`src/rtl/flex_clock_driver_pkg.sv`:
```
// Shared definitions for the flexible-clock driver: FSM state encodings
// and small helpers used by the top level.
package flex_clock_driver_pkg;

  localparam int STATE_W = 2;

  typedef logic [STATE_W-1:0] state_t;

  // Generator states: IDLE (no clock), HIGH phase, LOW phase
  localparam logic [1:0] ST_IDLE = 2'd0;
  localparam logic [1:0] ST_HIGH = 2'd1;
  localparam logic [1:0] ST_LOW  = 2'd2;

  // True whenever the generator is producing a clock
  function automatic logic state_is_running(input state_t s);
    return s != ST_IDLE;
  endfunction

endpackage

```
`src/rtl/flex_clock_driver_phase_counter.sv`:
```
// Phase-length counter: loaded with a phase length at the start of a phase,
// counts down once per cycle and flags the final cycle of the phase.
module flex_clock_driver_phase_counter #(
  parameter int CNT_W = 16
) (
  input  logic             clk,
  input  logic             rst,
  input  logic             load,
  input  logic [CNT_W-1:0] len,
  output logic             last
);

  logic [CNT_W-1:0] count_reg;

  // Load len-1 at phase start (len is never 0), then count down to zero
  always_ff @(posedge clk or posedge rst) begin
    if (rst) begin
      count_reg <= '0;
    end else if (load) begin
      count_reg <= len - CNT_W'(1);
    end else if (count_reg != '0) begin
      count_reg <= count_reg - CNT_W'(1);
    end
  end

  assign last = (count_reg == '0);

endmodule

```
`src/rtl/flex_clock_driver.sv`:
```
// Programmable clock-value / gate source for a flexible-clock generator.
// Produces a toggling clock value with one-cycle update strobes, and applies
// gate updates only while the generated clock is low.
module flex_clock_driver
  import flex_clock_driver_pkg::*;
#(
  parameter int   CNT_W     = 16,
  parameter logic INIT_GATE = 1'b1
) (
  input  logic             clk,
  input  logic             rst,
  input  logic [CNT_W-1:0] cfg_hi,
  input  logic [CNT_W-1:0] cfg_lo,
  input  logic             cfg_valid,
  output logic             cfg_ready,
  input  logic             start,
  input  logic             stop,
  input  logic             gate_req,
  input  logic             gate_req_en,
  output logic             clk_val_out,
  output logic             clk_val_en,
  output logic             cond_out,
  output logic             cond_en,
  output logic             running,
  output logic [CNT_W-1:0] edge_cnt
);

  state_t           state_reg;
  state_t           state_next;
  logic [CNT_W-1:0] hi_act_reg;
  logic [CNT_W-1:0] lo_act_reg;
  logic [CNT_W-1:0] shadow_hi_reg;
  logic [CNT_W-1:0] shadow_lo_reg;
  logic             shadow_valid_reg;
  logic             stop_pending_reg;
  logic             gate_pending_reg;
  logic             gate_value_reg;
  logic             rise;
  logic             fall;
  logic             copy_cfg;
  logic [CNT_W-1:0] hi_eff;
  logic             phase_load;
  logic [CNT_W-1:0] phase_len;
  logic             phase_last;

  // A zero phase length behaves as a one-cycle phase
  function automatic logic [CNT_W-1:0] clamp_len(input logic [CNT_W-1:0] v);
    return (v == '0) ? CNT_W'(1) : v;
  endfunction

  flex_clock_driver_phase_counter #(
    .CNT_W (CNT_W)
  ) u_phase (
    .clk  (clk),
    .rst  (rst),
    .load (phase_load),
    .len  (phase_len),
    .last (phase_last)
  );

  // Next-state decode; a pending or fresh stop ends generation from LOW
  always_comb begin
    state_next = state_reg;
    rise       = 1'b0;
    fall       = 1'b0;
    case (state_reg)
      ST_IDLE: begin
        if (start && !stop) begin
          state_next = ST_HIGH;
          rise       = 1'b1;
        end
      end
      ST_HIGH: begin
        if (phase_last) begin
          state_next = ST_LOW;
          fall       = 1'b1;
        end
      end
      ST_LOW: begin
        if (stop || stop_pending_reg) begin
          state_next = ST_IDLE;
        end else if (phase_last) begin
          state_next = ST_HIGH;
          rise       = 1'b1;
        end
      end
      default: state_next = ST_IDLE;
    endcase
  end

  // Shadow config is promoted while idle or on a period boundary, so the
  // new high length already applies to the phase that starts at this rise
  always_comb begin
    copy_cfg   = shadow_valid_reg && ((state_reg == ST_IDLE) || rise);
    hi_eff     = copy_cfg ? clamp_len(shadow_hi_reg) : hi_act_reg;
    phase_load = rise | fall;
    phase_len  = rise ? hi_eff : lo_act_reg;
  end

  // FSM state and registered clock outputs
  always_ff @(posedge clk or posedge rst) begin
    if (rst) begin
      state_reg   <= ST_IDLE;
      clk_val_out <= 1'b0;
      clk_val_en  <= 1'b0;
      edge_cnt    <= '0;
    end else begin
      state_reg  <= state_next;
      clk_val_en <= rise | fall;
      if (rise) begin
        clk_val_out <= 1'b1;
        edge_cnt    <= edge_cnt + CNT_W'(1);
      end else if (fall) begin
        clk_val_out <= 1'b0;
      end
    end
  end

  // Shadow/active configuration handshake
  always_ff @(posedge clk or posedge rst) begin
    if (rst) begin
      hi_act_reg       <= CNT_W'(1);
      lo_act_reg       <= CNT_W'(1);
      shadow_hi_reg    <= '0;
      shadow_lo_reg    <= '0;
      shadow_valid_reg <= 1'b0;
    end else if (copy_cfg) begin
      hi_act_reg       <= clamp_len(shadow_hi_reg);
      lo_act_reg       <= clamp_len(shadow_lo_reg);
      shadow_valid_reg <= 1'b0;
    end else if (cfg_valid && !shadow_valid_reg) begin
      shadow_hi_reg    <= cfg_hi;
      shadow_lo_reg    <= cfg_lo;
      shadow_valid_reg <= 1'b1;
    end
  end

  // Remember a stop seen during HIGH until the falling toggle has been issued
  always_ff @(posedge clk or posedge rst) begin
    if (rst) begin
      stop_pending_reg <= 1'b0;
    end else if (state_next == ST_IDLE) begin
      stop_pending_reg <= 1'b0;
    end else if (stop && state_reg != ST_IDLE) begin
      stop_pending_reg <= 1'b1;
    end
  end

  // Gate updates only land while the generated clock is low; a request in
  // the same cycle as an apply stays pending for the next eligible cycle
  always_ff @(posedge clk or posedge rst) begin
    if (rst) begin
      cond_out         <= INIT_GATE;
      cond_en          <= 1'b0;
      gate_pending_reg <= 1'b0;
      gate_value_reg   <= 1'b0;
    end else begin
      cond_en <= 1'b0;
      if (gate_pending_reg && !clk_val_out) begin
        cond_out         <= gate_value_reg;
        cond_en          <= 1'b1;
        gate_pending_reg <= 1'b0;
      end
      if (gate_req_en) begin
        gate_pending_reg <= 1'b1;
        gate_value_reg   <= gate_req;
      end
    end
  end

  assign cfg_ready = !shadow_valid_reg;
  assign running   = state_is_running(state_reg);

endmodule

```
`config.mk`:
```
export PLATFORM = sky130hd
export DESIGN_NAME = flex_clock_driver
export DESIGN_NICKNAME = d
export VERILOG_FILES = /design/src/rtl/flex_clock_driver_pkg.sv /design/src/rtl/flex_clock_driver_phase_counter.sv /design/src/rtl/flex_clock_driver.sv
export SDC_FILE = /design/constraint.sdc
export NUM_CORES = 1
export LEC_CHECK = 0
export CORE_UTILIZATION = 55
export DETAILED_ROUTE_END_ITERATION = 8
export GPL_ROUTABILITY_DRIVEN = 0
export PLACE_DENSITY = 0.76
export REMOVE_ABC_BUFFERS = 1
export SETUP_SLACK_MARGIN = 0.2
export SLEW_MARGIN = 15
export SYNTH_ARGS = -nofsm -noshare
export SYNTH_HDL_FRONTEND = slang
export SYNTH_SLANG_ARGS = --single-unit
```
`constraint.sdc`:
```
create_clock -name clk -period 4.8 [get_ports clk]
set_input_delay 0.96 -clock clk [delete_from_list [all_inputs] [get_ports clk]]
set_output_delay 0.96 -clock clk [all_outputs]
set_load 0.03 [all_outputs]
```
; ---- Word-level counts from Yosys, hierarchy flattened
; Index checks and enable logic that the tools add are counted.
[word_totals]
latch_bits = 0
regBits = 106
ram_bits = 0
wordCells = 70
input_bits = 39
out_inout_bits = 22
rom_bits = 0
memories = 0
[classes]
bitwise_logic = 2
n_eq_ne = 2
n_reduce_logical = 23
n_lt_le_gt_ge = 0
n_mul = 0
n_shift = 0
div = 0
muxes = 25
addsub = 3
[ops]
columns = operator, count
row1 = 2-to-1 mux 16 bit, 6
row2 = logical NOT 16 bit, 3
row3 = subtractor 16 x 1 -> 16 bit (second input constant), 2
row4 = adder 16 x 1 -> 16 bit (second input constant), 1
row5 = nonzero test 16 bit, 1
row6 = 2-to-1 mux 1 bit, 13
row7 = nonzero test 2 bit, 6
row8 = 2-to-1 mux 2 bit, 4
row9 = one-hot mux 2 bit (3 select lines), 1
row10 = logical AND 1 bit, 5
row11 = logical NOT 2 bit, 2
row12 = logical NOT 1 bit, 3
row13 = == test 2 x 1 -> 1 bit (second input constant), 1
row14 = == test 2 bit (second input constant), 1
row15 = logical OR 1 bit, 2
row16 = one-hot mux 1 bit (2 select lines), 1
row17 = AND reduction 2 bit, 1
row18 = inverter 1 bit, 1
row19 = bitwise OR 1 bit, 1

; ---- Logic depth before layout (Yosys ltp)
[depth]
word_depth = 10
ltp_mapped = 12
depth_no_buf = 11

; ---- Modules after synthesis
; From an unflattened synthesis, not the netlist that was laid out.
[unflattened]
hier_cells = 414
hier_area_um2 = 5148.7
[by_module_without_submodules]
columns = module, cells_per_inst, area_each_um2, instances, seq_area_each_um2
row1 = flex_clock_driver, 278, 3878.7, 1, 2255.9
row2 = flex_clock_driver_phase_counter, 136, 1270.0, 1, 400.4

; ---- Worst setup path after synthesis
; Ideal clock, no wire load.
[synth_path]
path_type = input to register
start = in stop
end = reg u_phase.count_reg[12]
t_arrival_ns = 3.150
path_buffers = 0
setup_time_ns = 0.128
path_slack_ns = 1.522
path_stages = 10
required_time_ns = 4.672
path_cell_list = nor4b_4 -> and2_1 -> a21o_2 -> a211oi_1 -> nor2_1 -> ha_1 -> a21boi_0 -> and4_1 -> nand2_1 -> mux2_1
[synth_via]
elab_chain_cells = 10
elab_cells_between_ends = 14
cone_classes = 1 x add/sub / 6 x mux / 1 x bitwise / 6 x reduce/logical
[synth_rtl]
columns = item, line_no
row1 = start: declaration, flex_clock_driver.sv:17  ; input logic stop,
row2 = logical NOT 1 bit, flex_clock_driver.sv:68  ; if (start && !stop) begin
row3 = logical AND 1 bit, flex_clock_driver.sv:68
row4 = 2-to-1 mux 1 bit, flex_clock_driver.sv:68
row5 = one-hot mux 1 bit (2 select lines) (*), flex_clock_driver.sv:66  ; case (state_reg)
row6 = logical OR 1 bit, flex_clock_driver.sv:94  ; copy_cfg = shadow_valid_reg && ((state_reg == ST_IDLE) || rise);
row7 = logical AND 1 bit, flex_clock_driver.sv:94
row8 = 2-to-1 mux 16 bit, -
row9 = 2-to-1 mux 16 bit, flex_clock_driver.sv:97  ; phase_len = rise ? hi_eff : lo_act_reg;
row10 = subtractor 16 x 1 -> 16 bit, flex_clock_driver_phase_counter.sv:20  ; count_reg <= len - CNT_W'(1);
row11 = 2-to-1 mux 16 bit, flex_clock_driver_phase_counter.sv:19  ; end else if (load) begin
row12 = end signal: assignment, flex_clock_driver_phase_counter.sv:20
row13 = end signal: assignment, flex_clock_driver_phase_counter.sv:22  ; count_reg <= count_reg - CNT_W'(1);
row14 = end: declaration, flex_clock_driver_phase_counter.sv:13  ; logic [CNT_W-1:0] count_reg;
; Mark *: on every way between the ends. The rest lies on a longest branch, timed or not.
; A chain may end at the register's enable or synchronous reset.

; ---- Final worst setup path
; Ends and elaborated chain as after synthesis.

==> metrics <==
status finished clean; pin count of the biggest net entering global routing 39; clock network power share 0.167; count of pins over their slew limit 0; Post-Synthesis Cells 414; Slew @ Worst Pin roughly 0.95 ns; Sequential Power Share 0.508; Iter 0 DRT Violations 108; Setup crit start kind input port; Worst path max stage delay 0.74 ns; post-synthesis sequential area ratio 0.5408; DP HPWL 7.204 mm; Starting Density 0.5660; first-pass GRT wire length between 15 and 20 mm; largest family of logic cells by synthesized area multiplexers; row cnt 34; clk_skew 0.01156 ns; total CTS buffers 9; Switching Power 1.076 mW; Antenna Nets Post-Route 0; final worst path period share 0.8187; PortBufs 60; I/O Pins 61; Reg clk slew, reported paths about 0.1 ns; n_diodes 0; die span in y roughly 97 µm; Yosys cell types 54; die area 9313 µm²; Primary FF master, synth dfrtp_1; crit path cell chain clkdlybuf4s50_1 -> nor2b_1 -> and2_1 -> a21oi_1 -> a211oi_1 -> nor2_1 -> ha_1 -> a21boi_0 -> and4_1 -> nand2_1 -> mux2_1; Post-synth EDFFs 0; sw frac 0.3506; CTS tree done; share of the synthesized area in the top cell type 0.5247; Worst setup EP type register; final setup fails 0; Pleak 2.465 nW; final hold violations 0; final instance area between 5000 and 6000 µm²; Rel. slew slack 0.3680; fin cells 589; clk buf depth 2; Synth Area in Simple Gates 0.1373; Nets between 500 and 600; slowest cell on the critical path a21oi_1; core area 8678 µm²; Fin Setup TNS 0 ns; Worst Hold Class reg2reg; pwr dens 528.7 nW/µm²; gr usage total 0.2305; Synth Warn # 0; Finished Core Util 0.6687; synthesized cell area between 4000 and 5000 µm²; Power Internal 1.992 mW; drt drc 0; syn avg cell area 11.87 µm²; initial antenna violation count 0; post-CTS sizing 0; commonest non-fill, non-tap cell in the layout dfrtp_1; post-DR wirelength/cell 16.65 µm; Placed Instances 573; gr ovfl total 0; post-route minimum period approximately 3.9 ns; number of global-route vias before repair 3289; commonest non-fill, non-tap cells in the layout 103 x dfrtp_1, 62 x mux2_2, 60 x clkdlybuf4s50_1; Async S/R FF share, synth 1.000; Post-Synth Adder-Cell Area 0.005094; RSZ-0062 raised after global routing false; vias 3432; vias per inst 5.827; worst setup path category in2reg; Logic pwr share 0.325; Synth Area in XOR/XNOR 0.03566; crit-path max FO 11; clock latency at the later pin of the worst-skew pair 0.37 ns; CTS root buf clkbuf_8; Max Fclk about 250 MHz; clk sink count 106; dpl cell area 5619 µm²; drt total wl approximately 9.8 mm; Synth Area in Compound Gates 0.09603; CTS H-tree depth 3; Crit path arrival time 4.18 ns; mux share of post-synthesis cell area 0.1592; cell taking the most area after synthesis dfrtp_1; area delta synth->final 18.14%; Pre-Repair DR Iteration Count 5; Max Cap Viol 0; Die X 96.51 µm; synth top area cells dfrtp_1 52%, mux2_2 14%, xnor2_1 2.7%, nor2_1 2.4%, nand2_1 2.4%; setup bufs post-CTS 0; hold buffer count at cts 0; maximum vdd ir drop around 0.00030 V; Critical Path RT 5.05 ns; post-synthesis register bit count 106; layout cells sized above 1 0.2141
## per-stage QoR
stage / setup WS (ns) / hold slack, ns / power, mW
after floorplan: 1.056 / 0.4413 / 2.236
after global routing: 0.6063 / 0.5018 / 3.265
after detailed placement: 0.5359 / 0.4625 / 2.572
after global placement: 0.6679 / 0.4558 / 2.527
final: 0.8702 / 0.4833 / 3.068
after CTS: 0.9180 / 0.4862 / 3.089
## Yosys cell counts, types with 3 or more instances
library cell,instances
a21o_1,4
and3_1,5
nor4_2,4
buf_2,3
a211o_1,7
nand2b_1,3
dfstp_2,3
o211ai_1,4
a21oi_1,14
a211oi_1,4
clkbuf_1,8
mux2_1,3
nand3b_1,5
nor3_1,4
xor2_1,5
o21ai_0,9
nand4_1,9
nand2_1,31
nand3_1,9
mux2i_1,5
nor2b_1,4
nor4_1,7
mux2_2,62
nor2_1,32
dfrtp_1,103
a22oi_1,6
xnor2_1,15
inv_1,7
and2_1,6
## cell type report
class	count	area [µm²]
timing repair buffer	68	660.6
inverter	9	36.28
clock inverter	7	60.06
fill	663	2875
clock buffer	9	123.9
sequential	106	2656
multi-input combinational	282	2131
tap	108	135.1
## cells by family (layout without fill, tap and decap cells)
family                     count (synthesis)  count (layout)
DFF                                      106             106
AOI/OAI and AO/OA                         64              64
adders and majority gates                  2               2
buffers and inverters                     26              93
xor gates and xnor gates                  20              20
and+or+nand+nor                          126             126
muxes                                     70              70
## critical path, delay by kind of cell
family	cells	cell delay [ns]
buffers and inverters	1	0.58
AND/OR/NAND/NOR	5	0.90
multiplexers	1	0.32
AO/OA/AOI/OAI	3	1.20
adder cells (fa/ha/maj)	1	0.22
## routing by layer
layer	vias up	global-route usage	share of wire
met4	0	0.06495	0.016
met1	1690	0.3120	0.46
met2	107	0.3820	0.47
met5	-	0	0
li1	1619	-	-
met3	16	0.04147	0.048
## final timing paths
check | from | end | slack (ns) | cells past startpoint
setup / recovery | stop | u_phase.count_reg[12] | 0.87 | 11
hold / removal | gate_pending_reg | gate_pending_reg | 0.48 | 1
setup reg to reg | u_phase.count_reg[0] | u_phase.count_reg[15] | 1.26 | 8
hold reg to reg | gate_pending_reg | gate_pending_reg | 0.48 | 1
max in group asynchronous | rst | lo_act_reg[0] | 2.98 | 3
min in group asynchronous | rst | shadow_hi_reg[13] | 0.96 | 2
## power groups by stage
stage	Clock, mW	Sequential, mW	Combinational (mW)
floorplan	0	1.50	0.733
global placement	0	1.56	0.965
detailed placement	0	1.58	0.996
CTS	0.530	1.56	1.00
global route	0.563	1.60	1.10
finish	0.513	1.56	0.997
Power figures use the tool's default switching activity.
